## config.mk

```make
export PLATFORM = sky130hd
export DESIGN_NAME = dnn_2to4_seq
export DESIGN_NICKNAME = d
export VERILOG_FILES = /design/src/rtl/dnn_pkg.sv /design/src/rtl/dnn_mac_unit.sv /design/src/rtl/dnn_2to4_seq.sv
export SDC_FILE = /design/constraint.sdc
export NUM_CORES = 1
export LEC_CHECK = 0
export ABC_AREA = 1
export CAP_MARGIN = 10
export CORE_UTILIZATION = 60
export CTS_CLUSTER_DIAMETER = 80
export DETAILED_ROUTE_END_ITERATION = 6
export PLACE_DENSITY = 0.85
export SLEW_MARGIN = 10
export SYNTH_ARGS = -nofsm -noshare
export SYNTH_HDL_FRONTEND = slang
export SYNTH_SLANG_ARGS = --single-unit
```

## constraint.sdc

```tcl
create_clock -name clk -period 10.7 [get_ports clk]
set_input_delay 1.07 -clock clk [delete_from_list [all_inputs] [get_ports clk]]
set_output_delay 1.07 -clock clk [all_outputs]
set_load 0.1 [all_outputs]
```

## src/rtl/dnn_pkg.sv

```systemverilog
// rtl/dnn_pkg.sv - shared widths and FSM state type for the 2-to-4 sequential dense layer
package dnn_pkg;
  localparam int DATA_W = 17;
  localparam int WGT_W  = 5;
  // Two DATA_W x WGT_W products summed never exceed 23 signed bits
  localparam int ACC_W  = 23;

  typedef enum logic {
    ST_IDLE = 1'b0,
    ST_MAC  = 1'b1
  } state_e;
endpackage

```

## src/rtl/dnn_mac_unit.sv

```systemverilog
// rtl/dnn_mac_unit.sv - signed multiply with load/accumulate select, combinational
module dnn_mac_unit #(
  parameter int DATA_W = 17,
  parameter int WGT_W  = 5,
  parameter int ACC_W  = 23
) (
  input  logic signed [DATA_W-1:0] a_i,
  input  logic signed [WGT_W-1:0]  b_i,
  input  logic signed [ACC_W-1:0]  acc_i,
  input  logic                     load_i,
  output logic signed [ACC_W-1:0]  sum_o
);
  logic signed [DATA_W+WGT_W-1:0] prod;
  logic signed [ACC_W-1:0]        prod_ext;

  assign prod     = a_i * b_i;
  assign prod_ext = ACC_W'(prod);
  assign sum_o    = load_i ? prod_ext : (acc_i + prod_ext);
endmodule

```

## src/rtl/dnn_2to4_seq.sv

```systemverilog
// rtl/dnn_2to4_seq.sv - 2-input, 4-node dense layer evaluated over 8 cycles on one multiplier
module dnn_2to4_seq #(
  parameter int DATA_W = 17,
  parameter int WGT_W  = 5
) (
  input  logic                     clk,
  input  logic                     reset,
  input  logic signed [DATA_W-1:0] x8,
  input  logic signed [DATA_W-1:0] x9,
  input  logic                     in0_ready,
  input  logic                     in1_ready,
  input  logic signed [WGT_W-1:0]  w8_10,
  input  logic signed [WGT_W-1:0]  w8_11,
  input  logic signed [WGT_W-1:0]  w8_12,
  input  logic signed [WGT_W-1:0]  w8_13,
  input  logic signed [WGT_W-1:0]  w9_10,
  input  logic signed [WGT_W-1:0]  w9_11,
  input  logic signed [WGT_W-1:0]  w9_12,
  input  logic signed [WGT_W-1:0]  w9_13,
  output logic signed [DATA_W-1:0] y10,
  output logic signed [DATA_W-1:0] y11,
  output logic signed [DATA_W-1:0] y12,
  output logic signed [DATA_W-1:0] y13,
  output logic                     out_ready,
  output logic                     busy,
  output logic                     overrun
);
  import dnn_pkg::*;

  state_e                    state_q;
  logic [2:0]                k_q;
  logic signed [ACC_W-1:0]   acc_q;
  logic signed [ACC_W-1:0]   sum_d;
  logic signed [DATA_W-1:0]  x8_q, x9_q;
  logic signed [WGT_W-1:0]   w8_q [4];
  logic signed [WGT_W-1:0]   w9_q [4];
  logic signed [DATA_W-1:0]  stage_q [4];
  logic signed [DATA_W-1:0]  y_q [4];
  logic                      out_ready_q;
  logic                      overrun_q;

  logic                      both_rdy;
  logic [1:0]                node;
  logic signed [DATA_W-1:0]  mac_a;
  logic signed [WGT_W-1:0]   mac_b;

  assign both_rdy = in0_ready & in1_ready;
  assign node     = k_q[2:1];
  assign mac_a    = k_q[0] ? x9_q : x8_q;
  assign mac_b    = k_q[0] ? w9_q[node] : w8_q[node];

  dnn_mac_unit #(
    .DATA_W(DATA_W),
    .WGT_W (WGT_W),
    .ACC_W (ACC_W)
  ) u_mac (
    .a_i   (mac_a),
    .b_i   (mac_b),
    .acc_i (acc_q),
    .load_i(~k_q[0]),
    .sum_o (sum_d)
  );

  always_ff @(posedge clk) begin
    if (reset) begin
      state_q     <= ST_IDLE;
      k_q         <= 3'd0;
      acc_q       <= '0;
      x8_q        <= '0;
      x9_q        <= '0;
      out_ready_q <= 1'b0;
      overrun_q   <= 1'b0;
      for (int i = 0; i < 4; i++) begin
        w8_q[i]    <= '0;
        w9_q[i]    <= '0;
        stage_q[i] <= '0;
        y_q[i]     <= '0;
      end
    end else begin
      out_ready_q <= 1'b0;
      case (state_q)
        ST_IDLE: begin
          if (both_rdy) begin
            x8_q    <= x8;
            x9_q    <= x9;
            w8_q[0] <= w8_10;
            w8_q[1] <= w8_11;
            w8_q[2] <= w8_12;
            w8_q[3] <= w8_13;
            w9_q[0] <= w9_10;
            w9_q[1] <= w9_11;
            w9_q[2] <= w9_12;
            w9_q[3] <= w9_13;
            k_q     <= 3'd0;
            acc_q   <= '0;
            state_q <= ST_MAC;
          end
        end
        ST_MAC: begin
          if (both_rdy) overrun_q <= 1'b1;
          k_q <= k_q + 3'd1;
          if (!k_q[0]) acc_q <= sum_d;
          else         stage_q[node] <= sum_d[DATA_W-1:0];
          // Node 13 finishes on this same edge, so it bypasses staging
          if (k_q == 3'd7) begin
            y_q[0]      <= stage_q[0];
            y_q[1]      <= stage_q[1];
            y_q[2]      <= stage_q[2];
            y_q[3]      <= sum_d[DATA_W-1:0];
            out_ready_q <= 1'b1;
            state_q     <= ST_IDLE;
          end
        end
        default: state_q <= ST_IDLE;
      endcase
    end
  end

  assign y10       = y_q[0];
  assign y11       = y_q[1];
  assign y12       = y_q[2];
  assign y13       = y_q[3];
  assign out_ready = out_ready_q;
  assign busy      = (state_q == ST_MAC);
  assign overrun   = overrun_q;
endmodule

```

After elaboration in Yosys (flattened, before gate mapping)
Memories as Yosys holds them, arrays and structs flattened. A register that Yosys moved wholly into a read port is not among the register bits.
Cells that the tools add are included.

operators by class
  equal/unequal tests = 3
  $add $sub $neg = 2
  reduce and logical (&&, ||, !) cells = 4
  mux-type cells = 43
  multiply operators = 1
  bitwise operators = 14

operators by type and width
  kind                                          number
  two-way mux 17 bit                            6
  two-way mux 23 bit                            3
  case mux 23 bit (2 select lines)              1
  two-way mux 5 bit                             9
  adder 23 x 22 -> 23 bit                       1
  multiplier 17 x 5 -> 22 bit                   1
  OR reduction 17 bit                           1
  two-way mux 1 bit                             16
  OR 1 bit                                      12
  two-way mux 2 bit                             5
  case mux 3 bit (2 select lines)               1
  AND reduction 2 bit                           3
  inequality test 2 bit, second input constant  2
  adder 3 x 1 -> 3 bit, second input constant   1
  == test 3 bit, second input constant          1
  two-way mux 3 bit                             1
  case mux 1 bit (2 select lines)               1
  AND 1 bit                                     1
  NOT 1 bit                                     1

storage, ports and cells
  output and inout port bits = 71
  register bits = 63
  memory bits (writable) = 176
  input port bits = 78
  word-level logic and storage cells = 78
  memories kept = 4

memories
  memory   words  width  read ports  clocked after Yosys merged registers in  wr ports  RTL line            RTL
  stage_q  4      17     3           0                                        4         dnn_2to4_seq.sv:37  logic signed [DATA_W-1:0] stage_q [4];
  y_q      4      17     4           0                                        4         dnn_2to4_seq.sv:38  logic signed [DATA_W-1:0] y_q [4];
  w8_q     4      5      1           1                                        4         dnn_2to4_seq.sv:35  logic signed [WGT_W-1:0] w8_q [4];
  w9_q     4      5      1           1                                        4         dnn_2to4_seq.sv:36  logic signed [WGT_W-1:0] w9_q [4];

Depth between registers and ports, before layout
Gate-level depths: netlist (run 1).

  depth in word-level cells = 6
  gate-level depth with buffers = 41
  depth with buffers taken out = 40

By module
A second synthesis (run 1) with hierarchy kept.

second synthesis, totals
  cell total of the unflattened synthesis = 1756
  area total of the unflattened synthesis = 13913.3 µm²

modules (own cells, without submodules)
  module        area each (µm²)  cells each  sequential area each (µm²)  times used
  dnn_2to4_seq  8872.3           903         6075.8                      1
  dnn_mac_unit  5041.1           853         0.0                         1

Worst setup path after synthesis (run 1)
OpenSTA, ideal clock, no wires.

  kind = register to register
  start point = reg k_q[0]
  end point = mem y_q[3][16], in the netlist y_q[0][67], data pin
  setup time = 0.270 ns
  path slack = 5.045 ns
  clock period less this slack = 5.655 ns
  data required time = 10.430 ns
  buffers on the path = 2
  arrival = 5.385 ns
  stages on the path, launching flop included = 32
  cell sequence = dfxtp_1 > buf_2 > clkbuf_1 > nand2_1 > o21ai_0 > nand2_1 > fa_1 > fa_1 > fa_1 > inv_1 > fa_1 > a21oi_1 > o21ai_2 > nand2_1 > nand2_1 > nand2_1 > nand2_1 > a21oi_1 > xor2_1 > inv_1 > ha_1 > a21o_1 > a21oi_1 > nor2_1 > a211oi_1 > nand2_1 > nand2_1 > nand2_1 > nor2_1 > inv_1 > nand2_2 > a21oi_1

RTL lines
  what                    RTL line             RTL
  start, declared         dnn_2to4_seq.sv:31   logic [2:0] k_q;
  start signal, assigned  dnn_2to4_seq.sv:101  k_q <= k_q + 3'd1;
  end, declared           dnn_2to4_seq.sv:38

==> impl_results.md, run 1 <==
- Fmax: around 0.14 GHz
- Synth-to-layout area growth: 20.85%
- Lkg Pwr: between 6 and 7 nW
- Detailed Route Iter0 Violations: about 650
- P_int: around 0.0016 W
- Vias: slightly above 9000
- Core area: roughly 19000 sq um
- Sequential power share: 0.412
- Critical Path Sink Type: flop
- # diodes: 0
- Post-route insts no fill: about 1800
- Drt drc: 0
- Utilization after layout: 0.7486
- Worst-path clk slew: 0.06 ns
- Setup total negative slack: 0 ns
- Largest net degree at the start of global routing: 69
- CP Class: reg2reg
- Min Tclk post-route: ~7.1 ns
- Postcts setup bufs: 0
- Reg-to-reg startpoint: k_q[0]
- H-tree depth: 1
- Synth cell types: 38
- Hold EP: x9_q[6]
- FP Rows: 50
- Hold path depth: 2
- Avg Inst Size Synth: 8.749 sq um
- Tightest Hold Check Type: reg2reg
- Worst reg2reg setup slack: 3.60 ns
- Synth warn: 0
- Mapped Cells: between 1000 and 1500
- Chip Width: 141.9 microns
- Seq cells post-synth: ~220
- Slowest stage delay, CP: approximately 0.55 ns
- Placer's final routability congestion estimate: roughly 0.87
- CP max FO: 60
- Routed Antenna Nets: 0
- Boundary Pins: between 100 and 150
- Hold_buf cts: 0
- IO Port Bufs: roughly 150
- VDD IR max: 0.1031 mV
- RSZ-0062 raised after global routing: false
- Cts bufs inserted: 23
- Seq/Total Area, Yosys: 0.5072
- Vias per std cell: just over 5
- WP data arrival: ~7.4 ns
- DRT Pass-1 Iters: 5
- Most used cell, CP: nand2_1
- Post-Syn Nets: between 1500 and 2000
- Num Clock Sinks: between 200 and 250
- Initial core utilization: 0.6194
- Rel. slew slack: 0.1918
- Post-CTS resize count: 0
- Status: completed
- Initial antenna violation count: 0
- Die H: 141.9 microns
- Commonest non-fill, non-tap cells in the layout: nor2_1, inv_1, nand2_1
- TritonCTS clock tree: yes
- Least-Margin Pin Slew: roughly 1.2 ns
- Share of layout cells above drive strength 1: 0.03748
- Sw Ratio: 0.3100
- Psw: 0.0007219 W
- Final period utilization: 0.6631
- Root Buffer: clkbuf_16
- First-pass GRT wire length: just over 40000 microns
- Max Cap Viol: 0
- Number of synthesized flops with an enable pin: 159
- Hold Vio Cnt, Final: 0
- Post-synth ARST share: 0
- Cell Pwr Density: 164.1 nW/um^2
- DR WL/cell: 14.08 microns
- Pins Over Slew Limit: 0
- Final wirelength: between 20000 and 25000 microns
- Clk Latency, worst-skew pair: around 0.52 ns
- Clock power frac: 0.347
- Setup Viol. Count Final: 0
- Total GRT Usage: 0.2556
- Synth Flop Type: edfxtp_1
- Final net count: between 1500 and 2000
- Placed insts: ~1700
- Hold Crit Start: x9_q[6]
- Type of origin of the critical path: flop
- Commonest non-fill, non-tap cell in the layout: nor2_1
- CTS Buffer Depth: 3
- Slowest library cell on the worst path: fa_1
- DP Wirelength: 17740 microns
- Comb pwr share: 0.241
- Full die area: 20130 sq um
- Post-Syn Area: between 10000 and 15000 sq um
- Worst R2R Path Depth: 31
- Skew final: roughly 0.014 ns
- Gr ovfl total: 0
- Worst R2R End: stage_q[2][16]
- Worst path required time: about 11 ns
- Vias in the first global route: approximately 8900
-- state kept, by name, indices dropped and copies added (netlist names), named ones only --
register / cells
y_q: 68
stage_q: 51
w8_q: 20
w9_q: 20
acc_q: 17
x8_q: 17
x9_q: 17
k_q: 3
busy: 1
out_ready: 1
overrun: 1
-- routing by layer --
| metal | up-vias | global-route usage | share of wire | wire length, microns |
|---|---|---|---|---|
| li1 | 4500 | - | - | - |
| met1 | 4208 | 0.3095 | 0.40 | 9929 |
| met2 | 330 | 0.4734 | 0.52 | 12830 |
| met3 | 39 | 0.03679 | 0.056 | 1391 |
| met4 | 0 | 0.07131 | 0.022 | 550 |
| met5 | - | 0 | 0 | 0 |
-- cells by family after synthesis --
kind of cell / count (synthesis) / synth area share
AND/OR/NAND/NOR: 562 / 0.1904
buffers and inverters: 303 / 0.09900
flip-flops: 218 / 0.5072
AO/OA/AOI/OAI: 154 / 0.07055
adder cells (fa/ha/maj): 90 / 0.1215
XOR/XNOR: 14 / 0.01044
multiplexers: 1 / 0.0008525
-- stage by stage --
| step | instance area (sq um) | power (W) | setup WS (ns) | hold slack (ns) |
|---|---|---|---|---|
| 6_report | 14190 | 0.002329 | 3.605 | 0.4597 |
| 5_1_grt | 14190 | 0.002442 | 2.985 | 0.4767 |
| 4_1_cts | 14190 | 0.002336 | 3.630 | 0.4589 |
| 3_5_place_dp | 13410 | 0.001537 | 3.650 | 0.4520 |
| 3_3_place_gp | 13410 | 0.001522 | 3.762 | 0.4463 |
| 2_1_floorplan | 11740 | 0.001383 | 5.045 | 0.4378 |
-- layout make-up --
cell class,count,area (sq um)
clock buffers,36,675.6
clock inverters,6,101.3
fillers,1304,4766
inverters,258,968.4
multi-input cells,821,4628
flip-flops and latches,218,5957
well taps,260,325.3
repair buffers,155,1534
-- critical path: cells and delay by family (launching register included) --
kind	cells	cell delay, ns
xor+xnor	1	0.19
fa+ha+maj	5	2.30
simple gates	13	1.61
flops	1	0.31
compound gates	7	1.14
buf+inv	5	1.36
-- power groups by stage --
stage | logic [W] | clock network (W) | registers, W
floorplan | 0.000341 | 0 | 0.00104
global placement | 0.000547 | 0 | 0.000975
detailed placement | 0.000560 | 0 | 0.000977
CTS | 0.000563 | 0.000814 | 0.000960
global route | 0.000625 | 0.000855 | 0.000963
finish | 0.000561 | 0.000809 | 0.000960
-- Yosys cell counts (all sizes together) (10+ instances only) --
| cell type | number | area [sq um] |
|---|---|---|
| nor2 | 263 | 992.2 |
| inv | 256 | 960.9 |
| nand2 | 214 | 808.3 |
| edfxtp | 159 | 4775 |
| o21ai | 77 | 396.6 |
| nand3 | 71 | 355.3 |
| a21oi | 60 | 300.3 |
| dfxtp | 59 | 1181 |
| ha | 50 | 625.6 |
| fa | 40 | 800.8 |
| clkbuf | 34 | 127.6 |
| buf | 11 | 66.31 |
| xor2 | 10 | 87.58 |
-- worst max-delay path by stage --
stage,start,endpoint,slack [ns],cells after the start
finish,k_q[0],stage_q[2][16],3.60,31
global route,k_q[0],stage_q[2][16],2.98,31
CTS,k_q[0],stage_q[1][15],3.63,33
detailed placement,k_q[0],stage_q[2][15],3.65,33
global placement,k_q[0],y_q[0][66],3.76,33
floorplan,k_q[0],y_q[0][67],5.05,31
No activity file was read; power rests on OpenSTA's default activity.
==> run 2, diff against run 1 <==
- CORE_UTILIZATION: 60 -> 56
- PLACE_DENSITY: 0.85 -> 0.81
- clock period: 10.7 -> 6.9 ns (I/O delays scaled with it)
==> run 2 against run 1 <==
Cell count grew 0.80%. Critical path depth rose by 2. Sequential share of layout area barely moved. Via count shrank 1.6%. Clock power rose by 42%. Register-to-register slack worse by 3.0 ns. Global-route usage fell by 2.5 points. Combinational power grew 57%. Sequential power rose by 55%. Routed wire length is 2.0% lower. Critical endpoint is now y_q[0][66]. Largest cell class unchanged.
==> impl_results.md, run 2 (synthesis results as in run 1) <==
- Rel. slew slack: 0.2796
- Worst-path clk slew: about 0.06 ns
- CP max FO: 17
- Routed Antenna Nets: 0
- Final net count: approximately 1700
- Min Tclk post-route: between 6 and 7 ns
- Worst path required time: between 7 and 8 ns
- Setup WS pre-CTS: roughly 0.40 ns
- Worst reg2reg setup slack: approximately 0.57 ns
- Final wirelength: 24200 microns
- Commonest non-fill, non-tap cells in the layout: nor2_1, inv_1, nand2_1
- Final setup margin: 0.5679 ns
- Max Cap Viol: 0
- # diodes: 0
- Uppermost layer routed: met4
- Critical Path Sink Type: flop
- Max FFs per register: 68
- Chip Width: 146.8 microns
- Drt drc: 0
- Vias: 8933
- Fin Hold WS: between 0.4 and 0.5 ns
- Synth-to-layout area growth: 20.87%
- Cell Pwr Density: between 200 and 250 nW/um^2
- Share of layout cells above drive strength 1: 0.04339
- Boundary Pins: ~150
- Top flop regs: y_q x68, stage_q x51
- Full die area: roughly 22000 sq um
- Reg with most FFs: y_q
- Slowest stage delay, CP: approximately 0.54 ns
- Placed insts: roughly 1700
- Type of origin of the critical path: flop
- Detailed Route Iter0 Violations: between 600 and 700
- Final period utilization: 0.9177
- Setup Viol. Count Final: 0
- TritonCTS clock tree: yes
- Commonest non-fill, non-tap cell in the layout: nor2_1
- Sw Ratio: 0.3171
- WP data arrival: ~6.6 ns
- Slowest library cell on the worst path: fa_1
- First-pass GRT wire length: roughly 40000 microns
- Most used cell, CP: nand2_1
- Fmax: between 0.15 and 0.2 GHz
- WL met2: approximately 12000 microns
- Hold_buf cts: 0
- IO Port Bufs: 148
- Utilization after layout: 0.6969
- Wl on met1: between 10000 and 15000 microns
- Lkg Pwr: between 6 and 7 nW
- DR WL/cell: roughly 14 microns
- Initial antenna violation count: 0
- Skew final: 0.01906 ns
- Die H: ~150 microns
- Tightest Hold Check Type: reg2reg
- Met3 Wirelength: roughly 1400 microns
- Root Buffer: clkbuf_16
- H-tree depth: 1
- P_int: between 0.002 and 0.0025 W
- Num Clock Sinks: approximately 220
- Vias per std cell: 5.053
- Largest net degree at the start of global routing: ~70
- Setup total negative slack: 0 ns
- Cts bufs inserted: 22
- Pins Over Slew Limit: 0
- Post-route insts no fill: between 1500 and 2000
- Total GRT Usage: 0.2305
- Hold Vio Cnt, Final: 0
- Gr ovfl total: 0
- DRT Pass-1 Iters: 6
- Comb pwr share: 0.250
- DP Wirelength: 17460 microns
- FP Rows: 52
- CTS Buffer Depth: 3
- Psw: between 0.001 and 0.0015 W
- Vias in the first global route: between 8000 and 9000
- CP Class: reg2reg
- Clock power frac: 0.327
- Clk Latency, worst-skew pair: approximately 0.52 ns
- RSZ-0062 raised after global routing: false
- Initial core utilization: 0.5766
- Placer's final routability congestion estimate: slightly below 0.9
- Status: completed
- Least-Margin Pin Slew: 1.079 ns
- Sequential power share: 0.423
- VDD IR max: around 0.14 mV
- Core area: between 20000 and 25000 sq um
[run 2: power groups by stage]
| stage | clock network (W) | logic [W] | registers (W) |
|---|---|---|---|
| after CTS | 0.00116 | 0.000871 | 0.00149 |
| after global placement | 0 | 0.000846 | 0.00151 |
| after global routing | 0.00120 | 0.000979 | 0.00149 |
| after floorplan | 0 | 0.000529 | 0.00162 |
| final | 0.00115 | 0.000880 | 0.00149 |
| after detailed placement | 0 | 0.000864 | 0.00152 |
[run 2: final cells by class]
cell class                      instances  area (sq um)
Multi-Input combinational cell        822          4647
Clock inverter                         14         132.6
Fill cell                            1569          6173
Inverter                              258         970.9
Timing Repair Buffer                  160          1575
Sequential cell                       218          5962
Clock buffer                           26         565.5
Tap cell                              270         337.8
[run 2: repair_timing]
item	in CTS	in global routing
resized for setup	0	11
setup endpoints to repair	0	18
setup buffers	0	2
[run 2: per-layer routing]
layer  up-vias  track usage
li1       4512            -
met1      4047       0.2827
met2       310       0.4147
met3        64      0.03075
met4         0      0.08385
met5         -            0
[run 2: final timing paths]
check | start | end | depth (start not counted)
worst max-delay path | flop | y_q[0][66] | 33
worst min-delay path | x8_q[10] | x8_q[10] | 2
worst max register to register | flop | y_q[0][66] | 33
worst min register to register | x8_q[10] | x8_q[10] | 2
[run 2: stage by stage]
step                      cell area, sq um  total power (W)
after CTS                            14150         0.003521
after global routing                 14190         0.003675
final                                14190         0.003519
after detailed placement             13450         0.002380
after global placement               13450         0.002361
after floorplan                      11740         0.002145
[run 2: worst max-delay path: cells and delay by family (launching register included)]
family,cells,cell delay (ns)
buffers and inverters,5,0.44
adder cells (fa/ha/maj),5,2.24
AO/OA/AOI/OAI,4,0.95
AND/OR/NAND/NOR,19,1.99
flip-flops,1,0.40
